$ cat src/rtl/instruction_fetch_unit.sv
// Instruction fetch front end: PC register, imem req/ack handshake, and a one-cycle
// execute strobe to the single-cycle 16-bit datapath with sticky fault detection.
module instruction_fetch_unit #(
    parameter logic [15:0] RESET_PC = 16'h0000,
    parameter int unsigned TIMEOUT  = 15
) (
    input  logic        Clock,
    input  logic        Reset_n,
    input  logic        Start,
    input  logic        Halt,
    output logic        imem_req,
    output logic [15:0] imem_addr,
    input  logic        imem_ack,
    input  logic [15:0] imem_rdata,
    output logic [15:0] PC,
    output logic [15:0] Instruction,
    output logic        InstrValid,
    input  logic [15:0] pc_next,
    output logic        Fault,
    output logic [15:0] Retired
);

    typedef enum logic [1:0] {
        ST_IDLE,
        ST_REQ,
        ST_EXEC,
        ST_FAULT
    } state_t;

    localparam logic [15:0] TMO_LAST = (TIMEOUT == 0) ? 16'd0 : 16'(TIMEOUT - 1);

    state_t      state_q, state_d;
    logic [15:0] pc_q, pc_d;
    logic [15:0] instr_q, instr_d;
    logic [15:0] retired_q, retired_d;
    logic [15:0] tmo_q, tmo_d;
    logic        halt_seen_q, halt_seen_d;

    always_ff @(posedge Clock or negedge Reset_n) begin
        if (!Reset_n) begin
            state_q     <= ST_IDLE;
            pc_q        <= RESET_PC;
            instr_q     <= '0;
            retired_q   <= '0;
            tmo_q       <= '0;
            halt_seen_q <= 1'b0;
        end else begin
            state_q     <= state_d;
            pc_q        <= pc_d;
            instr_q     <= instr_d;
            retired_q   <= retired_d;
            tmo_q       <= tmo_d;
            halt_seen_q <= halt_seen_d;
        end
    end

    always_comb begin
        state_d     = state_q;
        pc_d        = pc_q;
        instr_d     = instr_q;
        retired_d   = retired_q;
        tmo_d       = tmo_q;
        halt_seen_d = halt_seen_q;

        case (state_q)
            ST_IDLE: begin
                if (Start && !Halt) begin
                    state_d     = ST_REQ;
                    tmo_d       = '0;
                    halt_seen_d = 1'b0;
                end
            end
            ST_REQ: begin
                halt_seen_d = halt_seen_q | Halt;
                if (imem_ack) begin
                    instr_d = imem_rdata;
                    state_d = ST_EXEC;
                end else if ((TIMEOUT != 0) && (tmo_q == TMO_LAST)) begin
                    state_d = ST_FAULT;
                end else begin
                    tmo_d = tmo_q + 16'd1;
                end
            end
            ST_EXEC: begin
                retired_d = retired_q + 16'd1;
                if (pc_next[0]) begin
                    state_d = ST_FAULT;
                end else begin
                    pc_d = pc_next;
                    // Halt seen this cycle counts too, since it is still "since REQ entry".
                    if (halt_seen_q || Halt) begin
                        state_d = ST_IDLE;
                    end else begin
                        state_d     = ST_REQ;
                        tmo_d       = '0;
                        halt_seen_d = 1'b0;
                    end
                end
            end
            ST_FAULT: begin
                state_d = ST_FAULT;
            end
            default: begin
                state_d = ST_FAULT;
            end
        endcase
    end

    assign imem_req    = (state_q == ST_REQ);
    assign imem_addr   = pc_q;
    assign PC          = pc_q;
    assign Instruction = instr_q;
    assign InstrValid  = (state_q == ST_EXEC);
    assign Fault       = (state_q == ST_FAULT);
    assign Retired     = retired_q;

endmodule
$ cat config.mk
export PLATFORM = sky130hd
export DESIGN_NAME = instruction_fetch_unit
export DESIGN_NICKNAME = d
export VERILOG_FILES = /design/src/rtl/instruction_fetch_unit.sv
export SDC_FILE = /design/constraint.sdc
export NUM_CORES = 1
export LEC_CHECK = 0
export ABC_AREA = 1
export BUFFER_PORTS_ARGS = -buffer_cell sky130_fd_sc_hd__buf_2
export CAP_MARGIN = 20
export CORE_AREA = 4 4 127 68
export CTS_CLUSTER_DIAMETER = 120
export DETAILED_ROUTE_END_ITERATION = 16
export DIE_AREA = 0 0 131 72
export PLACE_DENSITY = 0.83
export SETUP_SLACK_MARGIN = 0.15
export SLEW_MARGIN = 40
export SYNTH_ARGS = -nofsm -noshare
export SYNTH_HDL_FRONTEND = slang
export SYNTH_SLANG_ARGS = --single-unit
$ cat constraint.sdc
create_clock -name Clock -period 1.3 [get_ports Clock]
set_input_delay 0 -clock Clock [delete_from_list [all_inputs] [get_ports Clock]]
set_output_delay 0 -clock Clock [all_outputs]
set_load 0.05 [all_outputs]
=== Yosys cells after proc, flatten, opt, wreduce, memory -nomap -nowiden ===
Cells that the tools add are included.

* Reduce and logical (&&, ||, !) cells: 10
* Muxes and demuxes: 16
* Equal/unequal tests: 10
* Bitwise logic cells: 2
* $add $sub $neg: 2

{| class="wikitable"
|+ Operators by type and width
! operator !! number
|-
| two-way mux 16 bit || 5
|-
| one-hot mux 16 bit (3 select lines) || 1
|-
| adder 16 x 1 -> 16 bit, second input constant || 2
|-
| equality test 16 x 4 -> 1 bit, second input constant || 1
|-
| != test 2 bit, second input constant || 5
|-
| two-way mux 2 bit || 4
|-
| one-hot mux 2 bit (4 select lines) || 1
|-
| AND reduction 2 bit || 3
|-
| AND reduction 6 bit || 1
|-
| equality test 2 bit, second input constant || 2
|-
| two-way mux 1 bit || 4
|-
| AND reduction 4 bit || 1
|-
| != test 3 x 1 -> 1 bit, second input constant || 1
|-
| one-hot mux 1 bit (3 select lines) || 1
|-
| nonzero test 3 bit || 1
|-
| equality test 2 x 1 -> 1 bit, second input constant || 1
|-
| logical NOT 2 bit || 1
|-
| logical AND 1 bit || 1
|-
| logical NOT 1 bit || 1
|-
| logical OR 1 bit || 1
|-
| inverter 1 bit || 1
|-
| bitwise OR 1 bit || 1
|}

* Register bits after elaboration: 66
* Bits of input ports: 37

=== Longest topological paths before layout ===
Gate-level depths: netlist (run 1).

* Word-level depth: 4
* Gate-level depth with buffers: 9
* Gate-level depth less buffers: 9

=== Worst setup path after synthesis (run 1) ===
No wires, ideal clock.

* Kind: register to register
* Start point: reg retired_q[2] (netlist: Retired[2])
* End point: reg retired_q[15] (netlist: Retired[15])
* Setup time: 0.119 ns
* Path slack: -0.351 ns
* Data required time: 1.181 ns
* Arrival: 1.532 ns
* Stages on the path, launching flop included: 8
* Cells stage by stage: dfrtp_1 -> nand3_1 -> nor2_2 -> nand3_1 -> nor3_1 -> nand2_1 -> nand2_1 -> nand2_1

* Longest elaborated chain between the ends: 1

{| class="wikitable"
|+ RTL lines
! what !! line !! text
|-
| start: declaration || 35 || <nowiki>logic [15:0] retired_q, retired_d;</nowiki>
|-
| start signal: assignment || 51 || <nowiki>retired_q <= retired_d;</nowiki>
|-
| adder 16 x 1 -> 16 bit || 85 || <nowiki>retired_d = retired_q + 16'd1;</nowiki>
|}

Every way passes these cells.
A chain may end at the register's enable or synchronous reset.

=== Worst setup path in the final report (run 1) ===
* Start point: reg tmo_q[5]
* End point: reg tmo_q[8]

* Longest elaborated chain between the ends: 4
* Elaborated cells on any way between the ends: 7
* Classes of those cells: 1 x add/sub; 2 x eq/ne; 3 x mux; 1 x reduce/logical

{| class="wikitable"
|+ RTL lines
! what !! line !! text
|-
| start: declaration || 36 || <nowiki>logic [15:0] tmo_q, tmo_d;</nowiki>
|-
| start signal: assignment || 52 || <nowiki>tmo_q <= tmo_d;</nowiki>
|-
| adder 16 x 1 -> 16 bit || 81 || <nowiki>tmo_d = tmo_q + 16'd1;</nowiki>
|-
| two-way mux 16 bit || 78 || <nowiki>end else if ((TIMEOUT != 0) && (tmo_q == TMO_LAST)) begin</nowiki>
|-
| two-way mux 16 bit || 75 || <nowiki>if (imem_ack) begin</nowiki>
|-
| one-hot mux 16 bit (3 select lines) || 65 || <nowiki>case (state_q)</nowiki>
|}

Several ways; a longest one is shown, not always the timed one. The select of a mux whose other input is x is not followed.

==> qor.yml, run 1 <==
logic_synthesis:
  synth_top_family_by_area: "simple AND/OR/NAND/NOR gates"
  yosys-top-cells-area: "dfrtp_1 48%, nand2_1 15%, mux2_2 4.6%"
  synth-simple-area-share_pct: 29.0
  netlist.area_leader.share_pct: 47.9
  syn_area_per_cell_um2: 8.45
  synth_seq_cells: 66
  ys_types: 30
  synthCells: 408
  synth-xor-area-share_pct: 4.06
  syn-cell-area_mm2: 0.00345
  yosysTopAreaCell: "dfrtp_1"
  synth_edf_count: 0
  ys_seq_area_share_pct: 47.9
  yosys-top-cells-count: "138 x nand2_1, 66 x dfrtp_1, 36 x nor2_1"
  ys_async_sr_fraction_pct: 100
  yosys_warnings: 0
  synth_flop_cell: "dfrtp_1"
  synth.most_common_cell: "nand2_1"
  synthAdderAreaFrac_pct: 1.09
  synthMuxAreaShare_pct: 4.90
  synth-compound-area-share_pct: 3.99
final_layout:
  nFillCells: 463
  insertedDiodeCount: 0
  finalNonFillerCells: 710
  drive_gt1_share_pct: 56.4
  area_growth_pct: 71.9
  final_nets: 645
  final_area_mm2: 0.00593
power_and_ir_drop:
  cellPowerDensity_mw_per_mm2: 2300
  total_power_mw: 13.6
  max-vdd-ir-drop_mv: 1.51
  leakagePower_nw: 3.01
cts:
  cts_buffers: 9
  cts_tree: "done"
  clock_path_buffers: 2
  clock_latency_ns: 0.34
  clockRootBuffer: "clkbuf_16"
  htreeDepth: 3
  cts.sinks: 66
  clk_pin_slew_ns: 0.06
global_route:
  grtUsageTotal_pct: 24.2
  grt_pass1_wl_um: 17600
  antenna_found_initial: 0
  overflow: 0
  grt_pass1_vias: 3601
  grt_start_max_net_pins: 67
timing:
  period_needed_ns: 1.55
  fmax_mhz: 643
  fin_crit_sh_pct: 120
  fin_skew_ns: 0.00882
  rsz0062_at_grt: "true"
  timing.final.ws_setup_ns: -0.255
  hold_viol_final: 0
  slew_violations: 0
  setup_viol: 57
  setup_tns_ns: -5.26
place:
  gp_congestion: 0.940
  port_buffers: 101
  place_area_mm2: 0.00439
  place_ws_ns: -0.161
  dpl.hpwl_um: 6750
  dp.cells: 631
setup_path:
  crit_path_top_delay_cell: "dfrtp_1"
  critPathMostFrequentCell: "nand2_1"
  critPathLaunchType: "flop"
  criticalPathCategory: "flop to flop"
  critPathMaxStageDelay_ns: 0.42
  cp-end-kind: "flop"
  crit_chain: "buf_4 > nand2_1 > nor2_2 > nand2_2 > xor2_1 > nor2_1 > nand2_1 > nand2_1"
  critPathRequiredTime_ns: 1.51
  arrival_ns: 1.77
  crit_path_max_fanout: 3
outcome:
  status: "finished with violations"
  failed_checks: "negative setup slack"
routing:
  initialDrtViolationCount: 231
  dr.pass1.iters: 4
  drt-wirelength-per-cell_um: 17.5
  viasPerCell: 5.13
  drcViolationCount: 0
  routed_wl_um: 12400
  drtAntennaViolNets: 0
  num_vias: 3639
die:
  die_y_um: 72
  die_w_um: 131
  io_pins: 104
  rows: 23
  core_region_area_mm2: 0.00768
  die_area_mm2: 0.00943
  start_util_pct: 44.9
hold_path:
  hold_class: "primary input to flop"
flow_run:
  max-cap-violations: 0
-- cell families after synthesis --
family                   count (synthesis)
flip-flops                              66
AO/OA/AOI/OAI                           23
buffers and inverters                   58
other                                    1
adder cells (fa/ha/maj)                  3
XOR/XNOR                                16
multiplexers                            15
AND/OR/NAND/NOR                        226
-- final cells by class --
| type | instances | area, um2 | share of cell area, % |
|---|---|---|---|
| Tap cell | 100 | 125 | 2.11 |
| Inverter | 34 | 154 | 2.60 |
| Clock buffer | 11 | 243 | 4.09 |
| Clock inverter | 5 | 53.8 | 0.908 |
| Timing Repair Buffer | 209 | 1660 | 28.1 |
| Sequential cell | 66 | 1680 | 28.3 |
| Multi-Input combinational cell | 285 | 2010 | 34.0 |
-- worst paths after layout --
kind	startpoint	cells after the start	to	slack, ns
worst max-delay path	tmo_q[5]$_DFFE_PN0P_	8	tmo_q[8]$_DFFE_PN0P_	-0.25
worst min-delay path	Halt	3	halt_seen_q$_DFFE_PN0P_	0.01
worst max register to register	tmo_q[5]$_DFFE_PN0P_	8	tmo_q[8]$_DFFE_PN0P_	-0.25
worst min register to register	Instruction[11]$_DFFE_PN0P_	2	Instruction[11]$_DFFE_PN0P_	0.47
max in group asynchronous	Reset_n	3	Retired[9]$_DFFE_PN0P_	0.75
min in group asynchronous	Reset_n	3	tmo_q[14]$_DFFE_PN0P_	0.20
-- routing by layer --
| metal | vias to the layer above | share of wire [%] | global-route usage (%) |
|---|---|---|---|
| li1 | 1675 | - | - |
| met1 | 1786 | 40 | 30.1 |
| met2 | 154 | 51 | 41.1 |
| met3 | 24 | 7.0 | 6.62 |
| met4 | 0 | 1.8 | 7.98 |
| met5 | - | 0 | 0 |
-- stage by stage --
stage	hold WS, ns	util, %
after detailed placement	0.0452	57.1
after global placement	0.0415	57.1
after floorplan	-0.296	-
after global routing	0.0267	77.2
final	0.0110	77.2
after CTS	0.0120	71.5
-- layout by cell type (no fill, tap or decap), types with 4 or more instances in the layout --
cell / n
o21ai_2: 9
nand3_1: 16
nand2_2: 36
dfrtp_1: 47
nand2_1: 84
nand2_4: 22
buf_6: 22
buf_4: 43
inv_1: 23
nand3_4: 7
mux2_2: 14
nand4_1: 6
nor2_2: 8
buf_12: 9
nor2_1: 22
o21ai_1: 10
buf_2: 96
nor2_4: 12
xor2_1: 11
dlygate4sd3_1: 33
nor3_1: 4
inv_2: 7
clkbuf_16: 9
buf_8: 5
dfrtp_2: 19
-- critical path, delay by kind of cell, from the launching register on --
kind,cells,cell delay (ns)
buffers and inverters,1,0.16
flip-flops,1,0.42
XOR/XNOR,1,0.21
AND/OR/NAND/NOR,6,0.65
-- flip-flops by register name, summed over array words and instances, names as in the netlist --
register and flops:
Instruction 16, PC 15, Retired 16, halt_seen_q 1
state_q 2, tmo_q 16
-- report_power, final --
| group | switching, mW | internal, mW | leakage [nW] |
|---|---|---|---|
| clock network | 0.899 | 1.53 | 0.149 |
| logic | 5.21 | 2.87 | 2.03 |
| registers | 0.486 | 2.65 | 0.829 |
| total | 6.60 | 7.05 | 3.01 |
-- timing repair --
item,CTS,global route
hold buffers,33,0
pin swaps,33,30
gates resized for setup,88,94
endpoints found under the hold margin,98,0
setup endpoints to repair,65,70
buffers inserted,18,11
gates cloned,1,0
Note: power is estimated with default switching activity, not from simulation.
==> run 2: changes to the inputs <==
--- a/config.mk
+++ b/config.mk
@@ -13,4 +13,5 @@
 export DETAILED_ROUTE_END_ITERATION = 16
 export DIE_AREA = 0 0 131 72
+export GPL_TIMING_DRIVEN = 0
 export PLACE_DENSITY = 0.83
 export SETUP_SLACK_MARGIN = 0.15
==> constraint.sdc (replaced) <==
create_clock -name Clock -period 1.3 [get_ports Clock]
set_input_delay 0.065 -clock Clock [delete_from_list [all_inputs] [get_ports Clock]]
set_output_delay 0.065 -clock Clock [all_outputs]
set_load 0.05 [all_outputs]
==> run 2 against run 1 <==
  * The run still ends with negative setup slack left
  * Via count decreased by 2.0%
  * Core utilization decreased by 1.4 points
  * Final cell count increased by 0.14%
  * First-iteration DRC count decreased by 16%
  * Critical endpoint is now tmo_q[0]$_DFFE_PN0P_
  * Largest cell class unchanged
==> qor.yml, run 2 (synthesis results as in run 1) <==
die:
  die_area_mm2: 0.00943  # unchanged
  start_util_pct: 44.9  # unchanged
  rows: 23  # unchanged
  core_region_area_mm2: 0.00768  # unchanged
  io_pins: 104  # unchanged
  die_y_um: 72  # unchanged
  die_w_um: 131  # unchanged
final_layout:
  drive_gt1_share_pct: 53.0  # -3.4 points
  layout_commonest_cell: "nand2_1"
  area_growth_pct: 68.8
  nFillCells: 514  # +11%
  final_core_util_pct: 75.8  # -1.4 points
  final_nets: 646  # +0.16%
  finalNonFillerCells: 711  # +0.14%
  insertedDiodeCount: 0  # unchanged
  mostFrequentLayoutCells: "103 x nand2_1, 79 x buf_2, 59 x buf_4"
global_route:
  grt_start_max_net_pins: 38  # -43%
  overflow: 0  # unchanged
  grt_pass1_wl_um: 16700  # -5.4%
  grt_pass1_vias: 3372  # -6.4%
  antenna_found_initial: 0  # unchanged
  grtUsageTotal_pct: 22.9  # -1.3 points
timing:
  rsz0062_at_grt: "true"
  timing.final.ws_setup_ns: -0.240  # +0.0148 ns
  slew_violations: 0  # unchanged
  hold_viol_final: 0  # unchanged
  fin_skew_ns: 0.00964  # +0.000821 ns
  fmax_mhz: 649  # +0.96%
  fin_hold_ws_ns: 0.0887  # +0.0777 ns
  fin_crit_sh_pct: 118  # -1.1 points
  setup_viol: 61  # +7.0%
  period_needed_ns: 1.54  # -0.0148 ns
cts:
  clockRootBuffer: "clkbuf_16"
  cts_tree: "done"
  htreeDepth: 3  # unchanged
  cts.sinks: 66  # unchanged
  clk_pin_slew_ns: 0.05  # about the same
  clock_path_buffers: 2  # unchanged
  cts_buffers: 9  # unchanged
  clock_latency_ns: 0.34  # about the same
setup_path:
  crit_path_max_fanout: 5  # +2
  critPathLaunchType: "flop"
  arrival_ns: 1.75  # -0.02 ns
  cp-end-kind: "flop"
  critPathRequiredTime_ns: 1.51  # about the same
  criticalPathCategory: "flop to flop"
power_and_ir_drop:
  cellPowerDensity_mw_per_mm2: 2440  # +5.9%
  max-vdd-ir-drop_mv: 1.65  # +9.0%
  leakagePower_nw: 2.88  # -4.2%
routing:
  viasPerCell: 5.02  # -2.1%
  drtAntennaViolNets: 0  # unchanged
  drt-wirelength-per-cell_um: 16.0  # -8.2%
  routed_wl_um: 11400  # -8.1%
  dr.pass1.iters: 4  # unchanged
  num_vias: 3567  # -2.0%
  initialDrtViolationCount: 194  # -16%
  drcViolationCount: 0  # unchanged
flow_run:
  max-cap-violations: 0  # unchanged
outcome:
  failed_checks: "negative setup slack"
  status: "finished with violations"
place:
  dpl.hpwl_um: 6420  # -4.9%
  gp_congestion: 0.901  # -4.2%
  dp.cells: 611  # -3.2%
  port_buffers: 101  # unchanged
hold_path:
  hold_class: "primary input to flop"
==> run 2: cell count changes in the layout (fill, tap and decap cells not counted), moves of 6 or more <==
cell     change
buf_4       +16
buf_6        -6
buf_2       -17
nand2_4     -15
nand2_1     +19
==> run 2: path summary, 6_finish.rpt <==
kind | end | slack, ns | start | depth (start not counted)
setup / recovery | tmo_q[0]$_DFFE_PN0P_ | -0.24 | state_q[1]$_DFFE_PN0P_ | 10
hold / removal | state_q[1]$_DFFE_PN0P_ | 0.09 | Start | 5
setup reg to reg | tmo_q[0]$_DFFE_PN0P_ | -0.24 | state_q[1]$_DFFE_PN0P_ | 10
hold reg to reg | Instruction[3]$_DFFE_PN0P_ | 0.46 | Instruction[3]$_DFFE_PN0P_ | 2
max in group asynchronous | Retired[0]$_DFFE_PN0P_ | 0.54 | Reset_n | 3
min in group asynchronous | Instruction[6]$_DFFE_PN0P_ | 0.21 | Reset_n | 2
==> run 2: layout make-up <==
class                      count  area, um2  share of cell area (%)
sequential                    66       1680                    28.9
timing repair buffer         186       1520                    26.1
multi-input combinational    285       1810                    31.1
clock inverter                 4       51.3                   0.881
clock buffer                  12        256                    4.41
tap                          100        125                    2.15
buffer                        24        234                    4.02
inverter                      34        143                    2.45
==> run 2: stage by stage <==
stage | cell area (um2) | setup TNS (ns) | power, mW | setup slack (ns)
5_1_grt | 5820 | -10.32 | 14.8 | -0.309
3_3_place_gp | 4190 | -13.62 | 8.96 | -0.233
2_1_floorplan | 3560 | -0.275 | 7.72 | -0.0491
4_1_cts | 5550 | -3.73 | 13.4 | -0.182
3_5_place_dp | 4220 | -5.66 | 9.10 | -0.228
6_report | 5820 | -6.92 | 14.2 | -0.240
==> run 2: power breakdown <==
part           internal [mW]  switching, mW
sequential              2.65          0.523
combinational           3.39           5.15
clock                   1.59          0.895
total                   7.63           6.57
==> run 2: layer usage <==
layer | vias to the layer above | track usage, % | share of wire (%)
li1 | 1676 | - | -
met1 | 1728 | 30.6 | 42
met2 | 140 | 37.2 | 49
met3 | 23 | 6.03 | 6.7
met4 | 0 | 6.39 | 2.2
met5 | - | 0 | 0
==> run 2: repair_timing <==
item,CTS,global route
endpoints found under the hold margin,61,0
hold buffers,33,0
pin swaps,26,7
gates cloned,3,0
resized for setup,91,67
setup buffers,33,15
endpoints found under the setup margin,63,85
==> run 2: critical path, stage by stage (launching register included) <==
cell and delay [ns]:
dfrtp_1 0.41, inv_2 0.12, nor2_4 0.06, nand2_1 0.09
nand3_2 0.11, nor2_4 0.12, nand2_4 0.12, buf_12 0.15
buf_8 0.13, nand2_2 0.05, o21ai_1 0.06
